<file path="src/rtl/rpi_irq_clk_gen.sv">
// ---------------------------------------------------------------------------
// rpi_irq_clk_gen
//
// Multi-channel interrupt clock generator for the Raspberry Pi interrupt GPIO.
// Rising edges on the request lines are latched as pending bits. The
// lowest-index pending channel is signalled on clk_out, either as a single
// pulse of div+1 cycles or as a free-running clock of period 2*(div+1), until
// the Pi acknowledges. Every completed or abandoned request is followed by GAP
// cycles of forced-low clk_out.
//
// Optional feature macro: RPI_IRQ_TIMEOUT_EN
//   When defined, a request that sees no ack for TIMEOUT busy cycles is
//   abandoned with a one-cycle timeout strobe. Its pending bit stays set, so
//   the channel is signalled again after the gap. When undefined, timeout is
//   tied low and the block waits for ack indefinitely.
//
// Ports
//   clk_in   in   system clock; all logic runs on its rising edge
//   reset    in   synchronous, active-high reset
//   irq_req  in   [CHANNELS] level requests; a rising edge raises an interrupt
//   mode     in   0 = clock burst, 1 = single pulse (sampled when service starts)
//   div      in   [DIV_W] half-period / pulse length minus one (sampled when
//                 service starts)
//   ack      in   asynchronous acknowledge from the Pi, rising-edge sensitive
//   clk_out  out  registered interrupt line to the Pi
//   irq_id   out  [ID_W] channel being signalled; valid while busy
//   busy     out  high while a request is signalled or waiting for ack
//   pending  out  [CHANNELS] latched requests that are not yet acknowledged
//   timeout  out  one-cycle strobe when an ack wait expires
// ---------------------------------------------------------------------------
module rpi_irq_clk_gen #(
    parameter int CHANNELS = 4,
    parameter int DIV_W    = 8,
    parameter int GAP      = 4,
    parameter int TIMEOUT  = 50000,
    parameter int ID_W     = (CHANNELS > 1) ? $clog2(CHANNELS) : 1
) (
    input  logic                clk_in,
    input  logic                reset,
    input  logic [CHANNELS-1:0] irq_req,
    input  logic                mode,
    input  logic [DIV_W-1:0]    div,
    input  logic                ack,
    output logic                clk_out,
    output logic [ID_W-1:0]     irq_id,
    output logic                busy,
    output logic [CHANNELS-1:0] pending,
    output logic                timeout
);

    // The gap counter counts GAP-1 down to 0, so GAP states are spent in ST_GAP.
    localparam int               GAP_W    = (GAP > 1) ? $clog2(GAP) : 1;
    localparam logic [GAP_W-1:0] GAP_LOAD = GAP_W'(GAP - 1);

    // The ack-wait counter is 16 bits wide, so TIMEOUT must fit in it.
    if (CHANNELS < 1 || CHANNELS > 16 || GAP < 1 || TIMEOUT < 1 || TIMEOUT > 65536) begin : g_param_check
        $error("rpi_irq_clk_gen: parameter out of range");
    end

    typedef enum logic [1:0] {
        ST_IDLE,
        ST_ACTIVE,
        ST_WAIT,
        ST_GAP
    } state_t;

    state_t              state_q, state_d;
    logic [DIV_W-1:0]    cnt_q, cnt_d;
    logic [DIV_W-1:0]    div_q, div_d;
    logic [GAP_W-1:0]    gap_cnt_q, gap_cnt_d;
    logic                mode_q, mode_d;
    logic                clk_out_q, clk_out_d;
    logic [ID_W-1:0]     irq_id_q, irq_id_d;
    logic [ID_W-1:0]     sel_id;
    logic [CHANNELS-1:0] pending_q, pending_d;
    logic [CHANNELS-1:0] req_prev_q;
    logic [CHANNELS-1:0] rise_mask;
    logic [CHANNELS-1:0] clr_mask;
    logic                ack_meta_q, ack_sync_q, ack_prev_q;
    logic                ack_rise;
    logic                clr_en;
    logic                tmo_hit;

    assign ack_rise = ack_sync_q & ~ack_prev_q;
    assign busy     = (state_q == ST_ACTIVE) || (state_q == ST_WAIT);

    // Per-channel edge detect and acknowledge clear.
    for (genvar gi = 0; gi < CHANNELS; gi++) begin : g_chan
        assign rise_mask[gi] = irq_req[gi] & ~req_prev_q[gi];
        assign clr_mask[gi]  = clr_en && (irq_id_q == ID_W'(gi));
    end

    // A new edge wins over a same-cycle acknowledge, so the channel stays
    // pending and is served again after the gap.
    assign pending_d = (pending_q & ~clr_mask) | rise_mask;

    // Fixed priority: the lowest-index pending channel is selected.
    always_comb begin
        sel_id = '0;
        for (int i = CHANNELS - 1; i >= 0; i--) begin
            if (pending_q[i]) begin
                sel_id = ID_W'(i);
            end
        end
    end

    always_comb begin
        state_d   = state_q;
        cnt_d     = cnt_q;
        div_d     = div_q;
        gap_cnt_d = gap_cnt_q;
        mode_d    = mode_q;
        clk_out_d = clk_out_q;
        irq_id_d  = irq_id_q;
        clr_en    = 1'b0;
        case (state_q)
            ST_IDLE: begin
                if (|pending_q) begin
                    irq_id_d  = sel_id;
                    cnt_d     = div;
                    div_d     = div;
                    mode_d    = mode;
                    clk_out_d = 1'b1;
                    state_d   = ST_ACTIVE;
                end
            end
            ST_ACTIVE: begin
                if (ack_rise) begin
                    clr_en    = 1'b1;
                    clk_out_d = 1'b0;
                    gap_cnt_d = GAP_LOAD;
                    state_d   = ST_GAP;
                end else if (tmo_hit) begin
                    clk_out_d = 1'b0;
                    gap_cnt_d = GAP_LOAD;
                    state_d   = ST_GAP;
                end else if (cnt_q == '0) begin
                    if (mode_q) begin
                        clk_out_d = 1'b0;
                        state_d   = ST_WAIT;
                    end else begin
                        clk_out_d = ~clk_out_q;
                        cnt_d     = div_q;
                    end
                end else begin
                    cnt_d = cnt_q - DIV_W'(1);
                end
            end
            ST_WAIT: begin
                clk_out_d = 1'b0;
                if (ack_rise) begin
                    clr_en    = 1'b1;
                    gap_cnt_d = GAP_LOAD;
                    state_d   = ST_GAP;
                end else if (tmo_hit) begin
                    gap_cnt_d = GAP_LOAD;
                    state_d   = ST_GAP;
                end
            end
            ST_GAP: begin
                clk_out_d = 1'b0;
                if (gap_cnt_q == '0) begin
                    state_d = ST_IDLE;
                end else begin
                    gap_cnt_d = gap_cnt_q - GAP_W'(1);
                end
            end
            default: begin
                clk_out_d = 1'b0;
                state_d   = ST_IDLE;
            end
        endcase
    end

    always_ff @(posedge clk_in) begin
        if (reset) begin
            state_q    <= ST_IDLE;
            cnt_q      <= '0;
            div_q      <= '0;
            gap_cnt_q  <= '0;
            mode_q     <= 1'b0;
            clk_out_q  <= 1'b0;
            irq_id_q   <= '0;
            pending_q  <= '0;
            // Track the live request level through reset so a line held high
            // across reset release is not mistaken for a new edge.
            req_prev_q <= irq_req;
            ack_meta_q <= 1'b0;
            ack_sync_q <= 1'b0;
            ack_prev_q <= 1'b0;
        end else begin
            state_q    <= state_d;
            cnt_q      <= cnt_d;
            div_q      <= div_d;
            gap_cnt_q  <= gap_cnt_d;
            mode_q     <= mode_d;
            clk_out_q  <= clk_out_d;
            irq_id_q   <= irq_id_d;
            pending_q  <= pending_d;
            req_prev_q <= irq_req;
            ack_meta_q <= ack;
            ack_sync_q <= ack_meta_q;
            ack_prev_q <= ack_sync_q;
        end
    end

`ifdef RPI_IRQ_TIMEOUT_EN
    localparam logic [15:0] TMO_LAST = 16'(TIMEOUT - 1);

    logic [15:0] tmo_cnt_q, tmo_cnt_d;
    logic        timeout_q, timeout_d;

    // Counts busy cycles of the current service; idles at zero otherwise, so
    // it reads 0 in the first ACTIVE cycle.
    assign tmo_hit = busy && (tmo_cnt_q == TMO_LAST);

    always_comb begin
        tmo_cnt_d = busy ? (tmo_cnt_q + 16'd1) : 16'd0;
        // An ack arriving on the expiry edge takes precedence.
        timeout_d = tmo_hit & ~ack_rise;
    end

    always_ff @(posedge clk_in) begin
        if (reset) begin
            tmo_cnt_q <= 16'd0;
            timeout_q <= 1'b0;
        end else begin
            tmo_cnt_q <= tmo_cnt_d;
            timeout_q <= timeout_d;
        end
    end

    assign timeout = timeout_q;
`else
    assign tmo_hit = 1'b0;
    assign timeout = 1'b0;
`endif

    assign clk_out = clk_out_q;
    assign irq_id  = irq_id_q;
    assign pending = pending_q;

endmodule

</file>
<file path="config.mk">
export PLATFORM = sky130hd
export DESIGN_NAME = rpi_irq_clk_gen
export DESIGN_NICKNAME = d
export VERILOG_FILES = /design/src/rtl/rpi_irq_clk_gen.sv
export SDC_FILE = /design/constraint.sdc
export NUM_CORES = 1
export LEC_CHECK = 0
export ABC_AREA = 0
export CELL_PAD_IN_SITES_DETAIL_PLACEMENT = 1
export CELL_PAD_IN_SITES_GLOBAL_PLACEMENT = 1
export CORE_UTILIZATION = 44
export CTS_BUF_LIST = sky130_fd_sc_hd__clkbuf_8 sky130_fd_sc_hd__clkbuf_16
export DETAILED_ROUTE_END_ITERATION = 6
export MAX_ROUTING_LAYER = met4
export PLACE_DENSITY = 0.87
export SKIP_LAST_GASP = 1
export SLEW_MARGIN = 20
export SYNTH_ARGS = -nofsm -noshare
export SYNTH_HDL_FRONTEND = slang
export SYNTH_SLANG_ARGS = --single-unit
</file>
<file path="constraint.sdc">
create_clock -name clk_in -period 5.3 [get_ports clk_in]
set_input_delay 0.795 -clock clk_in [delete_from_list [all_inputs] [get_ports clk_in]]
set_output_delay 0.795 -clock clk_in [all_outputs]
set_load 0.02 [all_outputs]
</file>
======== Yosys cells after proc, flatten, opt, wreduce, memory -nomap -nowiden ========
Cells that the tools add are included.
word-level totals
  register bits after elaboration ......... 35
  word-level logic and storage cells ...... 87
  bits of input ports ..................... 16
cells by class
  mux-type cells .......................... 25
  eq/ne operators ......................... 15
  reduce and logical (&&, ||, !) cells .... 19
  bitwise logic cells ..................... 14
  add/sub/neg operators ................... 2
operators with widths
  kind                 count
  $mux 8               4
  $mux 2               11
  $pmux 8 s2           1
  $ne 2x2->1 const B   5
  $eq 2x2->1 const B   4
  $logic_not 8->1      1
  $pmux 2 s4           1
  $sub 8x1->8 const B  1
  $logic_not 2->1      3
  $mux 1               6
  $ne 3x3->1 const B   2
  $not 1->1            6
  $and 1x1->1          5
  $reduce_and 5->1     1
  $and 4x4->4          1
  $eq 2x1->1 const B   2
  $logic_and 1x1->1    4
  $not 4->4            1
  $or 4x4->4           1
  $pmux 2 s2           1
  $reduce_and 2->1     2
  $reduce_and 4->1     1
  $reduce_bool 2->1    2
  $reduce_or 2->1      2
  other kinds (7)      7

======== Depth between registers and ports, before layout ========
  depth after elaboration ................. 8
  gate-level depth with buffers ........... 8

======== Worst setup path before layout ========
OpenSTA, ideal clock, no wires.
  kind .................................... register to register
  from .................................... reg cnt_q[2]
  to ...................................... reg cnt_q[0]
  slack ................................... 3.207 ns
  arrival time ............................ 2.005 ns
  cell stages (with the launch flop) ...... 8
  library setup time ...................... 0.088 ns
  required time ........................... 5.212 ns
  path buffers ............................ 3
  path through ............................ dfxtp_1 > buf_6 > or4_4 > or4_4 > buf_6 > and2_4 > buf_6 > a311oi_2
between the ends
  longest elaborated chain between the ends .. 4
ends and longest elaborated chain
  item                      line  source
  start: declaration        68    logic [DIV_W-1:0] cnt_q, cnt_d;
  start signal: assignment  193   cnt_q <= cnt_d;
  $logic_not 8->1 *         137   end else if (cnt_q == '0) begin
  $mux 8                    137
  $mux 8                    128   if (ack_rise) begin
  $pmux 8 s2                116   case (state_q)
Every way passes the cells marked *; elsewhere a longest branch is shown, timed or not. The select of a mux whose other input is x is not followed.
A chain may end at the register's enable or synchronous reset.

======== Worst setup path after layout ========
  from .................................... reg state_q[0]
  to ...................................... out busy
between the ends
  longest elaborated chain between the ends .. 2
ends and longest elaborated chain
  item                                      line  source
  start: declaration                        67    state_t state_q, state_d;
  start signal: assignment                  192   state_q <= state_d;
  $eq 2x1->1 or $eq 2x2->1 (tied branches)  85    assign busy = (state_q == ST_ACTIVE) || (state_q == ST_WAIT);
  $logic_or 1x1->1 *                        85
  end: declaration                          46    output logic busy,
Every way passes the cells marked *; elsewhere a longest branch is shown, timed or not.

==> results.toml <==
[placement]
placed_area_mm2 = 0.00207
dp_hpwl_um = 3420
dp_cells = 275
globalplace.congestion = 0.792
io_buffers = 23

[cells_and_area]
fillers = 494
post-route-util = 0.534
instances_no_fill = 283
synthToLayoutAreaGrowth_pct = 16.1
seq_area_um2 = 701
final_area_mm2 = 0.00215
layout-drive-gt1-share = 0.0944
multi_input_area_mm2 = 0.00102
antenna-diode-count = 0
fin_nets = 256

[synthesis]
synthCells = 216
ys_warn_count = 0
yosysSeqAreaShare = 0.378
async_flop_share = 0
synth_top_area_frac = 0.378
synth.area.top_cells = "dfxtp_1 38%, a21oi_1 7.3%, a311oi_2 6.5%"
synth_edf_count = 0
ys_ff_latch = 35
synth_nets = 240
yosys.cell_types.count = 45
synthFlopType = "dfxtp_1"
syn_area_per_cell_um2 = 8.57
yosys.area.top_type = "dfxtp_1"
synth_area_mm2 = 0.00185

[power]
powerDensity_mw_per_mm2 = 568
leakage_nw = 0.783
ir_worst_vdd_mv = 0.232

[route]
avgViaCountPerCell = 5.82
ant_nets = 0
drt-total-wl_um = 4690
wl_met2_um = 2210
vias = 1646
met1_length_um = 2290
drt_iter0_drc = 83
top_layer_used = "met4"
drc_errors = 0
met3_length_um = 128
first_pass_iters = 4
wl_per_cell_um = 16.6

[grt]
grt_pass1_vias = 1626
grt_max_degree = 32
grt_overflow = 0
grt_usage = 0.251
grt_pass1_wl_um = 8030
grt_antenna_before_repair = 0

[clocking]
cts_tree = "done"
cts-hold-fix-buffers = 0
cts_root_buf = "clkbuf_8"
cts_made_buffers = 5
cts_buffer_depth = 2
cts.sinks = 35
htree_levels = 2
clock_latency_ns = 0.29
cts_setup_buffers = 0
clkSlewWorstSetupHoldPaths_ns = 0.07
cts_resized = 0

[setup_path]
path_buf_inv = 2
end_kind = "output pin"
required_ns = 4.51
arrival_ns = 1.80
crit_slowest_cell = "clkdlybuf4s50_1"
path_class = "flip-flop to output pin"
crit_path_cell_trace = "inv_1, ha_1, clkdlybuf4s50_1"
worst_setup_path_start_kind = "flip-flop"
cpPeakStageDelay_ns = 0.64
path_max_fanout = 6
cp_top_family = "buffers and inverters"

[die]
die_h_um = 66.9
rows = 23
die_area_mm2 = 0.00447
coreArea_mm2 = 0.00403
die_x_um = 66.9
io_pins = 25
start_util = 0.460

[timing]
setup_violations = 0
report.final.slew_viol_count = 0
tns_ns = 0
tightestPinTransition_ns = 0.968
fmax_mhz = 385
min_period_ns = 2.60
rsz0062_at_grt = "false"
min_period_over_period = 0.490
timing.slew.headroom = 0.351
clock-skew-final_ns = 0.00321
finalHoldViolations = 0

[hold_path]
holdCritPathClass = "flip-flop to flip-flop"

[job]
cap_violations = 0

[run_status]
status = "finished clean"
[flip-flops by register name, indices dropped and copies added (netlist names)]
register and flops:
ack_meta_q 1, ack_prev_q 1, ack_sync_q 1, clk_out 1
cnt_q 8, div_q 8, gap_cnt_q 2, irq_id 2
mode_q 1, pending 4, req_prev_q 4, state_q 2
[cell families after synthesis]
| logic type | Yosys count | synth area share |
|---|---|---|
| compound gates | 74 | 0.295 |
| simple gates | 68 | 0.189 |
| flops | 35 | 0.378 |
| buf+inv | 28 | 0.0709 |
| fa+ha+maj | 8 | 0.0541 |
| other cells | 1 | 0.00203 |
| xor+xnor | 1 | 0.00473 |
| mux | 1 | 0.00608 |
[metrics by stage]
step	total power, mW	worst slack, ns	hold slack [ns]
floorplan	0.889	3.21	0.414
global placement	1.01	2.83	0.416
detailed placement	1.04	2.76	0.452
CTS	1.23	2.69	0.464
global route	1.32	2.58	0.469
finish	1.22	2.70	0.454
[cell type report]
cell class                 count  share of cell area
inverter                      13              0.0227
clock inverter                 3             0.00582
multi-input combinational    153               0.474
timing repair buffer          24               0.111
tap                           50              0.0291
clock buffer                   5              0.0320
sequential                    35               0.326
[cell usage after synthesis (2+ instances only)]
cell type   n
a211oi_1    5
a21o_1      2
a21oi_1    27
a221oi_1    3
a311oi_2    8
buf_1       3
buf_6       3
clkbuf_1    8
dfxtp_1    35
ha_1        8
inv_1      12
nand2_1    31
nand2b_1    7
nand3_1     2
nor2_1      5
nor2b_1     6
nor3_1      3
nor4_1      2
o211ai_1    6
o21ai_0     9
o221ai_1    2
o311ai_0    2
o31ai_1     2
o41a_1      2
or2_2       2
or4_4       2
[per-layer routing]
| metal | GRT usage | up-vias |
|---|---|---|
| li1 | - | 816 |
| met2 | 0.378 | 24 |
| met4 | 0.0878 | 0 |
| met3 | 0.0514 | 8 |
| met5 | - | - |
| met1 | 0.331 | 798 |
[final timing paths]
check / from / endpoint / slack, ns / depth (start not counted)
worst max register to register: state_q[1] / cnt_q[3] / 2.74 / 6
worst max-delay path: state_q[0] / busy / 2.70 / 3
worst min-delay path: ack_meta_q / ack_sync_q / 0.45 / 1
worst min register to register: ack_meta_q / ack_sync_q / 0.45 / 1
[power breakdown]
group / internal, mW / switching [mW]
clock network: 0.0883 / 0.0934
registers: 0.330 / 0.0734
logic: 0.258 / 0.378
total: 0.677 / 0.545
[layout by cell type, fill, tap and decap left out, types with 2 or more instances in the layout]
cell type / netlist / final
nand2_1: 31 / 31
clkbuf_8: 0 / 5
inv_1: 12 / 14
or4_4: 2 / 2
a311oi_2: 8 / 8
a211oi_1: 5 / 5
nor2_1: 5 / 5
o21ai_0: 9 / 9
nor2b_1: 6 / 6
o221ai_1: 2 / 2
a21o_1: 2 / 2
nor4_1: 2 / 2
o41a_1: 2 / 2
a221oi_1: 3 / 3
nor3_1: 3 / 3
nand3_1: 2 / 2
nand2b_1: 7 / 7
dfxtp_1: 35 / 35
o31ai_1: 2 / 2
a21oi_1: 27 / 27
o211ai_1: 6 / 6
clkdlybuf4s50_1: 0 / 23
o311ai_0: 2 / 2
or2_2: 2 / 2
ha_1: 8 / 8
Note: power is estimated with default switching activity, not from simulation.
